### src/rtl/fifo_pkg.sv
// fifo_pkg: shared depth helper, default thresholds and read-mode encodings for the FIFOs
package fifo_pkg;
    localparam int MODE_STD          = 0;
    localparam int MODE_FWFT         = 1;
    localparam int DEF_AEMPTY_THRESH = 2;
    localparam int DEF_AFULL_MARGIN  = 2;
    function automatic int fifo_depth(input int addr_size);
        return 1 << addr_size;
    endfunction
endpackage

### src/rtl/fifomem.sv
// fifomem: dual-port RAM with synchronous write and asynchronous read
module fifomem #(
    parameter int DATA_SIZE = 8,
    parameter int ADDR_SIZE = 4
) (
    output logic [DATA_SIZE-1:0] rdata,
    input  logic [DATA_SIZE-1:0] wdata,
    input  logic [ADDR_SIZE-1:0] waddr,
    input  logic [ADDR_SIZE-1:0] raddr,
    input  logic                 wclken,
    input  logic                 wfull,
    input  logic                 wclk
);
    localparam int DEPTH = 1 << ADDR_SIZE;
    logic [DATA_SIZE-1:0] mem [DEPTH];
    assign rdata = mem[raddr];
    always_ff @(posedge wclk)
        if (wclken && !wfull) mem[waddr] <= wdata;
endmodule

### src/rtl/sync_fifo.sv
// sync_fifo: single-clock FIFO with count, almost flags, overflow/underflow pulses and optional FWFT reads
module sync_fifo
    import fifo_pkg::*;
#(
    parameter int DATA_SIZE     = 8,
    parameter int ADDR_SIZE     = 4,
    parameter int AFULL_THRESH  = fifo_depth(ADDR_SIZE) - DEF_AFULL_MARGIN,
    parameter int AEMPTY_THRESH = DEF_AEMPTY_THRESH,
    parameter int FWFT          = MODE_STD
) (
    input  logic                 clk,
    input  logic                 rst,
    input  logic                 wr_en,
    input  logic [DATA_SIZE-1:0] wr_data,
    input  logic                 rd_en,
    output logic [DATA_SIZE-1:0] rd_data,
    output logic                 rd_valid,
    output logic                 full,
    output logic                 empty,
    output logic                 almost_full,
    output logic                 almost_empty,
    output logic [ADDR_SIZE:0]   count,
    output logic                 overflow,
    output logic                 underflow
);
    localparam int CW = ADDR_SIZE + 1;
    localparam logic [CW-1:0] DEPTH_C = CW'(fifo_depth(ADDR_SIZE));
    localparam logic [CW-1:0] AF_C    = CW'(AFULL_THRESH);
    localparam logic [CW-1:0] AE_C    = CW'(AEMPTY_THRESH);

    logic [CW-1:0]        wr_ptr_q, wr_ptr_d, rd_ptr_q, rd_ptr_d, count_q, count_d;
    logic                 full_q, full_d, empty_q, empty_d;
    logic                 almost_full_q, almost_full_d, almost_empty_q, almost_empty_d;
    logic                 overflow_q, overflow_d, underflow_q, underflow_d;
    logic [DATA_SIZE-1:0] rd_data_q, rd_data_d, mem_rdata;
    logic                 rd_valid_q, rd_valid_d, wr_acc, rd_acc;

    fifomem #(.DATA_SIZE(DATA_SIZE), .ADDR_SIZE(ADDR_SIZE)) u_mem (
        .rdata (mem_rdata),
        .wdata (wr_data),
        .waddr (wr_ptr_q[ADDR_SIZE-1:0]),
        .raddr (rd_ptr_q[ADDR_SIZE-1:0]),
        .wclken(wr_acc),
        .wfull (full_q),
        .wclk  (clk)
    );

    always_comb begin
        wr_acc         = wr_en & ~full_q;
        rd_acc         = rd_en & ~empty_q;
        wr_ptr_d       = wr_acc ? wr_ptr_q + CW'(1) : wr_ptr_q;
        rd_ptr_d       = rd_acc ? rd_ptr_q + CW'(1) : rd_ptr_q;
        count_d        = (wr_acc & ~rd_acc) ? count_q + CW'(1) :
                         (rd_acc & ~wr_acc) ? count_q - CW'(1) : count_q;
        full_d         = count_d == DEPTH_C;
        empty_d        = count_d == '0;
        almost_full_d  = count_d >= AF_C;
        almost_empty_d = count_d <= AE_C;
        overflow_d     = wr_en & full_q;
        underflow_d    = rd_en & empty_q;
        rd_data_d      = rd_acc ? mem_rdata : rd_data_q;
        rd_valid_d     = rd_acc;
    end

    always_ff @(posedge clk) begin
        if (!rst) begin
            wr_ptr_q       <= '0;
            rd_ptr_q       <= '0;
            count_q        <= '0;
            full_q         <= 1'b0;
            empty_q        <= 1'b1;
            almost_full_q  <= AF_C == '0;
            almost_empty_q <= 1'b1;
            overflow_q     <= 1'b0;
            underflow_q    <= 1'b0;
            rd_data_q      <= '0;
            rd_valid_q     <= 1'b0;
        end else begin
            wr_ptr_q       <= wr_ptr_d;
            rd_ptr_q       <= rd_ptr_d;
            count_q        <= count_d;
            full_q         <= full_d;
            empty_q        <= empty_d;
            almost_full_q  <= almost_full_d;
            almost_empty_q <= almost_empty_d;
            overflow_q     <= overflow_d;
            underflow_q    <= underflow_d;
            rd_data_q      <= rd_data_d;
            rd_valid_q     <= rd_valid_d;
        end
    end

    assign rd_data      = (FWFT == MODE_FWFT) ? (empty_q ? '0 : mem_rdata) : rd_data_q;
    assign rd_valid     = (FWFT == MODE_FWFT) ? ~empty_q : rd_valid_q;
    assign full         = full_q;
    assign empty        = empty_q;
    assign almost_full  = almost_full_q;
    assign almost_empty = almost_empty_q;
    assign count        = count_q;
    assign overflow     = overflow_q;
    assign underflow    = underflow_q;
endmodule

### config.mk
export PLATFORM = sky130hd
export DESIGN_NAME = sync_fifo
export DESIGN_NICKNAME = d
export VERILOG_FILES = /design/src/rtl/fifo_pkg.sv /design/src/rtl/fifomem.sv /design/src/rtl/sync_fifo.sv
export SDC_FILE = /design/constraint.sdc
export NUM_CORES = 1
export LEC_CHECK = 0
export ABC_CLOCK_PERIOD_IN_PS = 6700
export BUFFER_PORTS_ARGS = -buffer_cell sky130_fd_sc_hd__buf_4
export CAP_MARGIN = 5
export CORE_UTILIZATION = 30
export DETAILED_ROUTE_END_ITERATION = 10
export PLACE_DENSITY = 0.47
export RECOVER_POWER = 100
export SYNTH_ARGS = -nofsm -noshare
export SYNTH_HDL_FRONTEND = slang
export SYNTH_HIERARCHICAL = 1
export SYNTH_SLANG_ARGS = --single-unit
### constraint.sdc
create_clock -name clk -period 6.7 [get_ports clk]
set_clock_uncertainty 0.1 [all_clocks]
set_input_delay 2.01 -clock clk [delete_from_list [all_inputs] [get_ports clk]]
set_output_delay 2.01 -clock clk [all_outputs]
set_load 0.02 [all_outputs]
After elaboration in Yosys (flattened, before gate mapping)
Memories as Yosys holds them, arrays and structs flattened. A register that Yosys moved wholly into a read port is not among the register bits.
Index checks and enable logic that the tools add are counted.
W data, S select, Z words.

storage, ports and cells
  register bits = 22
  memory bits (writable) = 128
  bits of input ports = 12
  output and inout bits = 20
  word-level logic and storage cells = 36
  memories kept = 1

operators by class
  add/sub/neg operators = 4
  magnitude comparators = 2
  eq/ne operators = 1
  muxes and demuxes = 4
  bitwise gates (word level) = 10
  reduce and logical (&&, ||, !) cells = 4

memories
  name       depth  bits a word  rd ports  clocked after memory_dff  write ports  line           RTL
  u_mem.mem  16     8            1         1                         1            fifomem.sv:15  logic [DATA_SIZE-1:0] mem [DEPTH];

operators by type and width
  kind                   count
  $add A5 B1 Y5 const B  3
  $mux W5                2
  $and A1 B1 Y1          6
  $eq A5 B5 Y1 const B   1
  $ge A5 B4 Y1 const B   1
  $le A5 B2 Y1 const B   1
  $logic_not A5 Y1       1
  $sub A5 B1 Y5 const B  1
  $not A1 Y1             4
  $logic_not A1 Y1       2
  $mux W1                2
  $logic_and A1 B1 Y1    1

Longest topological paths before layout
Gate-level depths: netlist of run 1.

  depth after elaboration = 7
  mapped depth = 7
  depth with buffers taken out = 6

By module
Netlist of run 1, hierarchy kept.

by module, submodules not included
  module     instances  cells an instance  area each (um2)
  fifomem    1          222                4996.0
  sync_fifo  1          135                1241.2

Worst setup path after synthesis of run 1
No wires, ideal clock.

  path type = input-to-reg
  start = input wr_en
  end = memory u_mem.mem[0][0] (enable)
  library setup time = 0.383 ns
  arrival time = 3.152 ns
  required time = 6.217 ns
  path slack = 3.065 ns
  stages on the path = 5
  path buffers = 0
  cell sequence = nand2b_4 -> clkinv_4 -> nor3b_1 -> nand2b_1 -> nor3_1

between the ends
  longest elaborated chain between the ends = 4

ends and longest elaborated chain
  element                        line             RTL
  from (decl)                    sync_fifo.sv:13  input logic wr_en,
  $and A1 B1 Y1                  sync_fifo.sv:49  wr_acc = wr_en & ~full_q;
  via wr_acc                     sync_fifo.sv:36  logic rd_valid_q, rd_valid_d, wr_acc, rd_acc;
  $logic_and A1 B1 Y1            fifomem.sv:18    if (wclken && !wfull) mem[waddr] <= wdata;
  $mux W1                        fifomem.sv:18
  $mux W1 (implied by the code)  fifomem.sv:18
  to (decl)                      fifomem.sv:15

The timed path passes the listed nets, and every way through them passes these cells.

Worst setup path after layout of run 1
  start = input wr_en
  end = memory u_mem.mem[0][2] (enable)

The elaborated chain is that of the path after synthesis.

==> results.yml, run 1 <==
floorplan:
  start_util: 0.307
  die_w_um: 146
  fp.dieH_um: 146
  ios: 32
  core_mm2: 0.0203
  rows: 52
  dieArea_mm2: 0.0214
global_route:
  grt_first_pass_wirelength_mm: 20.0
  first_global_vias: 3256
  gr-usage-met1: 0.175
  met2_usage: 0.207
  grt_most_used_layer: "met2"
  overflow: 0
  globalRouteTotalUtil: 0.131
  use_met3: 0.0334
  grt_antenna_before_repair: 0
  grt_max_degree: 36
critical_path:
  critPathMaxFanout: 12
  cp.required_ns: 6.63
  cp_common_cell: "nand2b_1"
  path_cells: "clkbuf_4 > nand2b_1 > clkinvlp_2 > nor3b_1 > nand2b_1 > nor3_1"
  cp-end-kind: "flip-flop"
  rr_worst_depth: 5
  start_kind: "primary input"
  worstReg2RegEnd: "u_mem/mem[0][2]"
  critPathKind: "in -> reg"
  cp_slowest_stage_delay_ns: 0.92
  r2r_start: "full"
  crit_slowest_cell: "nor3_1"
  cp_data_arrival_time_ns: 4.04
  cp_top_family: "simple AND/OR/NAND/NOR gates"
  rrSetupSlack_ns: 3.77
  crit_buf_inv: 2
clocking:
  h-tree-depth: 4
  clk_pin_slew_worst_paths_ns: 0.06
  cts_resized: 0
  clk_latency_ns: 0.41
  post-cts-setup-buffers: 0
  clock_path_buffers: 2
  numCtsBuffers: 17
  cts-root-buf: "clkbuf_16"
  cts_tree: "done"
  clock_sinks: 156
  hold_buffers: 0
min_path:
  hold_class: "reg -> reg"
  worstHoldStart: "rd_data[2]"
  hold_end: "rd_data[2]"
  min_path_cells: 2
routing:
  wl_per_cell_um: 19.4
  via_per_inst: 4.75
  vias: 3212
  route.detailed.drc: 0
  totalWireLength_mm: 13.1
  firstDrtPassIters: 4
  ant_nets: 0
  initialDrtViolationCount: 262
placement:
  place_hpwl_mm: 8.27
  io_buffers: 31
  gp_congestion: 0.802
  placed_area_mm2: 0.00673
cells_and_area:
  final_cell_mix: "edfxtp_1, nand2_1, clkbuf_1, dfxtp_1, nor2_1"
  fin_nets: 412
  syn2layout_area_growth_pct: 14.2
  antenna_cells: 0
  final_area_mm2: 0.00712
  drive_gt1_frac: 0.135
  final_common_cell: "edfxtp_1"
synth:
  yosysUniqueCellTypes: 50
  synth-main-ff-cell: "edfxtp_1"
  synthesis.area_mm2: 0.00624
  synthArstFlopShare: 0
  synth-edff-count: 128
  syn_area_per_cell_um2: 17.5
  ys_seq_area_frac: 0.706
  synth_cells: 357
  synth_nets: 373
  ys_warn_count: 6
  ys_ff_latch: 156
timing:
  period_needed_ns: 4.11
  max_freq_mhz: 243
  worst_pin_slew_ns: 1.19
  finalSetupTns_ns: 0
  whs_ns: 0.360
  finalSetupViolations: 0
  period_share: 0.614
  rsz0062_at_grt: "false"
  drv_slew: 0
  max-slew-margin-rel: 0.199
  hold_viol: 0
run_status:
  status: "completed"
job:
  max_cap_violations: 0
power_and_ir_drop:
  peakVddDrop_uv: 157
  seqPwrFrac: 0.482
  p_int_uw: 1750
  cellPowerDensity_mw_per_mm2: 326
  share_comb_of_total_power: 0.139
  p_leak_uw: 0.00224
  netSwitchingPower_uw: 569
  clkPwrFrac: 0.380
  switching_share: 0.245
==> cell families (layout without fill, tap and decap cells) <==
family | after synthesis | in the layout | synth area share
DFF | 156 | 156 | 0.706
and+or+nand+nor | 98 | 98 | 0.0806
buffers and inverters | 20 | 69 | 0.0215
xor gates and xnor gates | 8 | 8 | 0.0142
AOI/OAI and AO/OA | 39 | 39 | 0.0455
muxes | 32 | 32 | 0.124
adders and majority gates | 4 | 4 | 0.00802
==> power by group through the flow <==
stage          Combinational [uW]  Clock [uW]  Sequential, uW
2_1_floorplan                 220           0            1160
3_3_place_gp                  349           0            1140
3_5_place_dp                  352           0            1140
4_1_cts                       353         908            1120
5_1_grt                       355         951            1120
6_report                      321         881            1120
==> worst reg2reg max path: stages, from the launching register on <==
cell        delay [ns]
dfxtp_1           0.38
nand2b_1          0.28
clkinvlp_2        0.39
nor3b_1           0.32
nand2b_1          0.15
nor3_1            0.92
==> cells in the mapped netlist (4+ instances only) <==
library cell  number  area share
xor2_1             4      0.0056
mux4_2            18       0.065
edfxtp_1         128        0.62
dfxtp_1           28       0.090
a21oi_1           12      0.0096
mux4_1            14       0.059
buf_2              4      0.0032
nor3_1             8      0.0064
nand2_1           35       0.021
ha_1               4      0.0080
a22oi_1           16       0.019
clkbuf_1           4      0.0024
nor2_1            24       0.014
==> sequential cells by signal, indices dropped and copies added (netlist names) <==
signal	cells
u_mem/mem	128
rd_data	8
count	5
rd_ptr_q	4
wr_ptr_q	4
almost_empty	1
almost_full	1
empty	1
full	1
overflow	1
rd_valid	1
underflow	1
==> final cells by class <==
type | count | area, um2
sequential | 156 | 4410
tap | 270 | 338
clock inverter | 10 | 103
timing repair buffer | 36 | 150
inverter | 4 | 16.3
clock buffer | 19 | 433
multi-input combinational | 181 | 1680
fill | 1980 | 13200
==> stage by stage <==
| stage | util | power [uW] | worst slack (ns) | cells |
|---|---|---|---|---|
| after floorplan | - | 1380 | 3.06 | 357 |
| after global placement | 0.332 | 1490 | 2.58 | 647 |
| after detailed placement | 0.332 | 1490 | 2.48 | 647 |
| after CTS | 0.358 | 2380 | 2.93 | 676 |
| after global routing | 0.351 | 2430 | 2.27 | 676 |
| final | 0.351 | 2320 | 2.59 | 676 |
==> worst max-delay path by stage <==
stage          start               to  slack, ns  depth (start not counted)
5_1_grt        wr_en  u_mem/mem[8][0]       2.27                          6
6_report       wr_en  u_mem/mem[0][2]       2.59                          6
3_5_place_dp   wr_en  u_mem/mem[8][2]       2.48                          6
2_1_floorplan  wr_en  u_mem/mem[0][0]       3.06                          5
3_3_place_gp   wr_en  u_mem/mem[0][5]       2.58                          6
4_1_cts        wr_en  u_mem/mem[8][2]       2.93                          6
==> layer usage <==
layer  part of all wire  up-vias
met4             0.0061        0
met2               0.48       81
met1               0.45     1635
met5                  0        -
met3              0.059        8
li1                   -     1488
No activity file was read; power rests on OpenSTA's default activity.
==> inputs of run 2 (changes only) <==
- ABC_AREA: unset -> 1
- ABC_CLOCK_PERIOD_IN_PS: 6700 -> 4100
- clock period: 6.7 -> 4.1 ns (I/O delays scaled with it)
==> run 2 against run 1 <==
- the flow now finishes with violations (max-capacitance violations, max-slew violations)
- clock power increased by 70%
- die area increased by 11%
- sequential share of layout area decreased by 5.2 points
- non-clock buffer count decreased by 1
- core utilization decreased by 0.73 points
- hold slack improved by 0.0064 ns
- critical path type is now reg -> reg
- largest power group unchanged
- highest routed layer unchanged
==> results.yml, run 2 <==
cells_and_area:
  antenna_cells: 0
  final_area_mm2: 0.00778
  final_core_util: 0.344
  final_common_cell: "nand2_1"
  nFillCells: 2290
  syn2layout_area_growth_pct: 12.4
  multi_input_area_mm2: 0.00185
  fin_nets: 754
  drive_gt1_frac: 0.0759
  largest_reg_flops: 128
  top_register: "u_mem/mem"
  regArea_mm2: 0.00440
  stdcell_count: 1036
  final_cell_mix: "nand2_1, edfxtp_1, inv_1, nand3_1, nor2_1"
critical_path:
  crit_start: "rd_ptr_q[0]"
  critPathMaxFanout: 64
  crit_slowest_cell: "inv_1"
  r2r_start: "rd_ptr_q[0]"
  cp_slowest_stage_delay_ns: 1.52
  start_kind: "flip-flop"
  cp_common_cell: "nand2_1"
  endpoint: "rd_data[3]"
  cp.required_ns: 4.35
  critPathKind: "reg -> reg"
  rr_worst_depth: 9
  rrSetupSlack_ns: 1.03
  cp-end-kind: "flip-flop"
  cp_data_arrival_time_ns: 3.32
  worstReg2RegEnd: "rd_data[3]"
  path_cells: "inv_1 > nand2_1 > nand2_1 > nand2_1 > nand3_1 > nand3_1 > nand2_1 > o21ai_0 > nor2_1"
timing:
  max-slew-margin-rel: -0.448
  period_share: 0.749
  rsz0062_at_grt: "false"
  max_freq_mhz: 326
  worst_pin_slew_ns: 2.17
  drv_slew: 65
  hold_viol: 0
  finalSetupViolations: 0
  finalSetupTns_ns: 0
  period_needed_ns: 3.07
clocking:
  cts-root-buf: "clkbuf_16"
  clock_sinks: 156
  numCtsBuffers: 17
  cts_resized: 0
  h-tree-depth: 4
  clk_latency_ns: 0.42
  cts_tree: "done"
  clk_pin_slew_worst_paths_ns: 0.06
  clock_path_buffers: 2
  hold_buffers: 0
  post-cts-setup-buffers: 0
floorplan:
  die_w_um: 154
  ios: 32
  dieArea_mm2: 0.0237
  start_util: 0.306
  rows: 55
  core_mm2: 0.0226
  fp.dieH_um: 154
synth:
  synth_top_area_frac: 0.555
  synth_top_family_by_area: "simple AND/OR/NAND/NOR gates"
  synth_mux_area_frac: 0
  synthAdderAreaFrac: 0.00723
  yosys.area.top_type: "edfxtp_1"
  synthArstFlopShare: 0
  yosys-top-cells-area: "edfxtp_1, nand2_1, dfxtp_1, nand3_1, inv_1"
  synthSimpleGateAreaFrac: 0.246
  synth_commonest_cells: "nand2_1, edfxtp_1, inv_1, nand3_1, nor2_1"
  synth-xor-area-share: 0.00253
  synth-main-ff-cell: "edfxtp_1"
  synthesis.area_mm2: 0.00692
  yosysMostFrequentCell: "nand2_1"
  ys_seq_area_frac: 0.636
  synth_cells: 712
  ys_warn_count: 6
  yosysUniqueCellTypes: 27
  ys_ff_latch: 156
  syn_area_per_cell_um2: 9.72
  synth-edff-count: 128
  synth_nets: 728
  synth_compound_area_frac: 0.0132
global_route:
  first_global_vias: 4488
  overflow: 0
  grt_first_pass_wirelength_mm: 26.3
  grt_antenna_before_repair: 0
  grt_max_degree: 68
  globalRouteTotalUtil: 0.152
routing:
  route.detailed.drc: 0
  wl_per_cell_um: 16.5
  totalWireLength_mm: 17.1
  via_per_inst: 4.49
  ant_nets: 0
  initialDrtViolationCount: 456
  firstDrtPassIters: 5
  vias: 4648
power_and_ir_drop:
  cellPowerDensity_mw_per_mm2: 511
  peakVddDrop_uv: 255
  power_uw: 3980
  p_leak_uw: 0.00322
placement:
  placed_area_mm2: 0.00735
  place_hpwl_mm: 10.7
  gp_congestion: 0.798
  io_buffers: 31
  dp.cells: 1004
job:
  max_cap_violations: 1
run_status:
  violations: "max-capacitance violations, max-slew violations"
  status: "finished, violations left"
min_path:
  hold_class: "reg -> reg"
## run 2: logic make-up (layout without fill, tap and decap cells)
logic type / after synthesis / in the layout
AOI/OAI and AO/OA: 16 / 16
xor gates and xnor gates: 2 / 2
adders and majority gates: 4 / 4
buffers and inverters: 150 / 189
DFF: 156 / 156
and+or+nand+nor: 384 / 384
## run 2: power breakdown
group | internal, uW | switching [uW]
Clock | 889 | 610
Sequential | 1780 | 35.0
Combinational | 178 | 489
Total | 2840 | 1130
## run 2: worst min-delay path by stage
stage	from	endpoint	cells after the start	slack [ns]
floorplan	rd_ptr_q[2]	rd_ptr_q[2]	2	0.36
global placement	rd_data[6]	rd_data[6]	2	0.37
detailed placement	empty	rd_valid	1	0.37
CTS	empty	rd_valid	1	0.38
global route	empty	rd_valid	1	0.40
finish	empty	rd_valid	1	0.37
## run 2: stage by stage
stage | setup slack (ns) | hold WS (ns)
2_1_floorplan | 1.38 | 0.359
3_3_place_gp | 0.653 | 0.370
3_5_place_dp | 0.647 | 0.367
4_1_cts | 1.09 | 0.383
5_1_grt | 0.723 | 0.404
6_report | 1.03 | 0.367
## run 2: layout make-up
class / count / share of cell area
Sequential cell: 156 / 0.566
Multi-Input combinational cell: 406 / 0.238
Inverter: 122 / 0.0589
Clock buffer: 20 / 0.0561
Tap cell: 285 / 0.0458
Timing Repair Buffer: 35 / 0.0193
Clock inverter: 12 / 0.0159
## run 2: worst max-delay path, delay by kind of cell, from the launching register on
family,cells,cell delay [ns]
compound gates,1,0.10
buf+inv,1,1.52
flops,1,0.31
simple gates,7,0.95
## run 2: metal layers
metal,track usage,up-vias,part of all wire
li1,-,2332,-
met1,0.205,2197,0.48
met2,0.246,101,0.47
met3,0.0282,18,0.035
met4,0.0533,0,0.014
met5,0,-,0
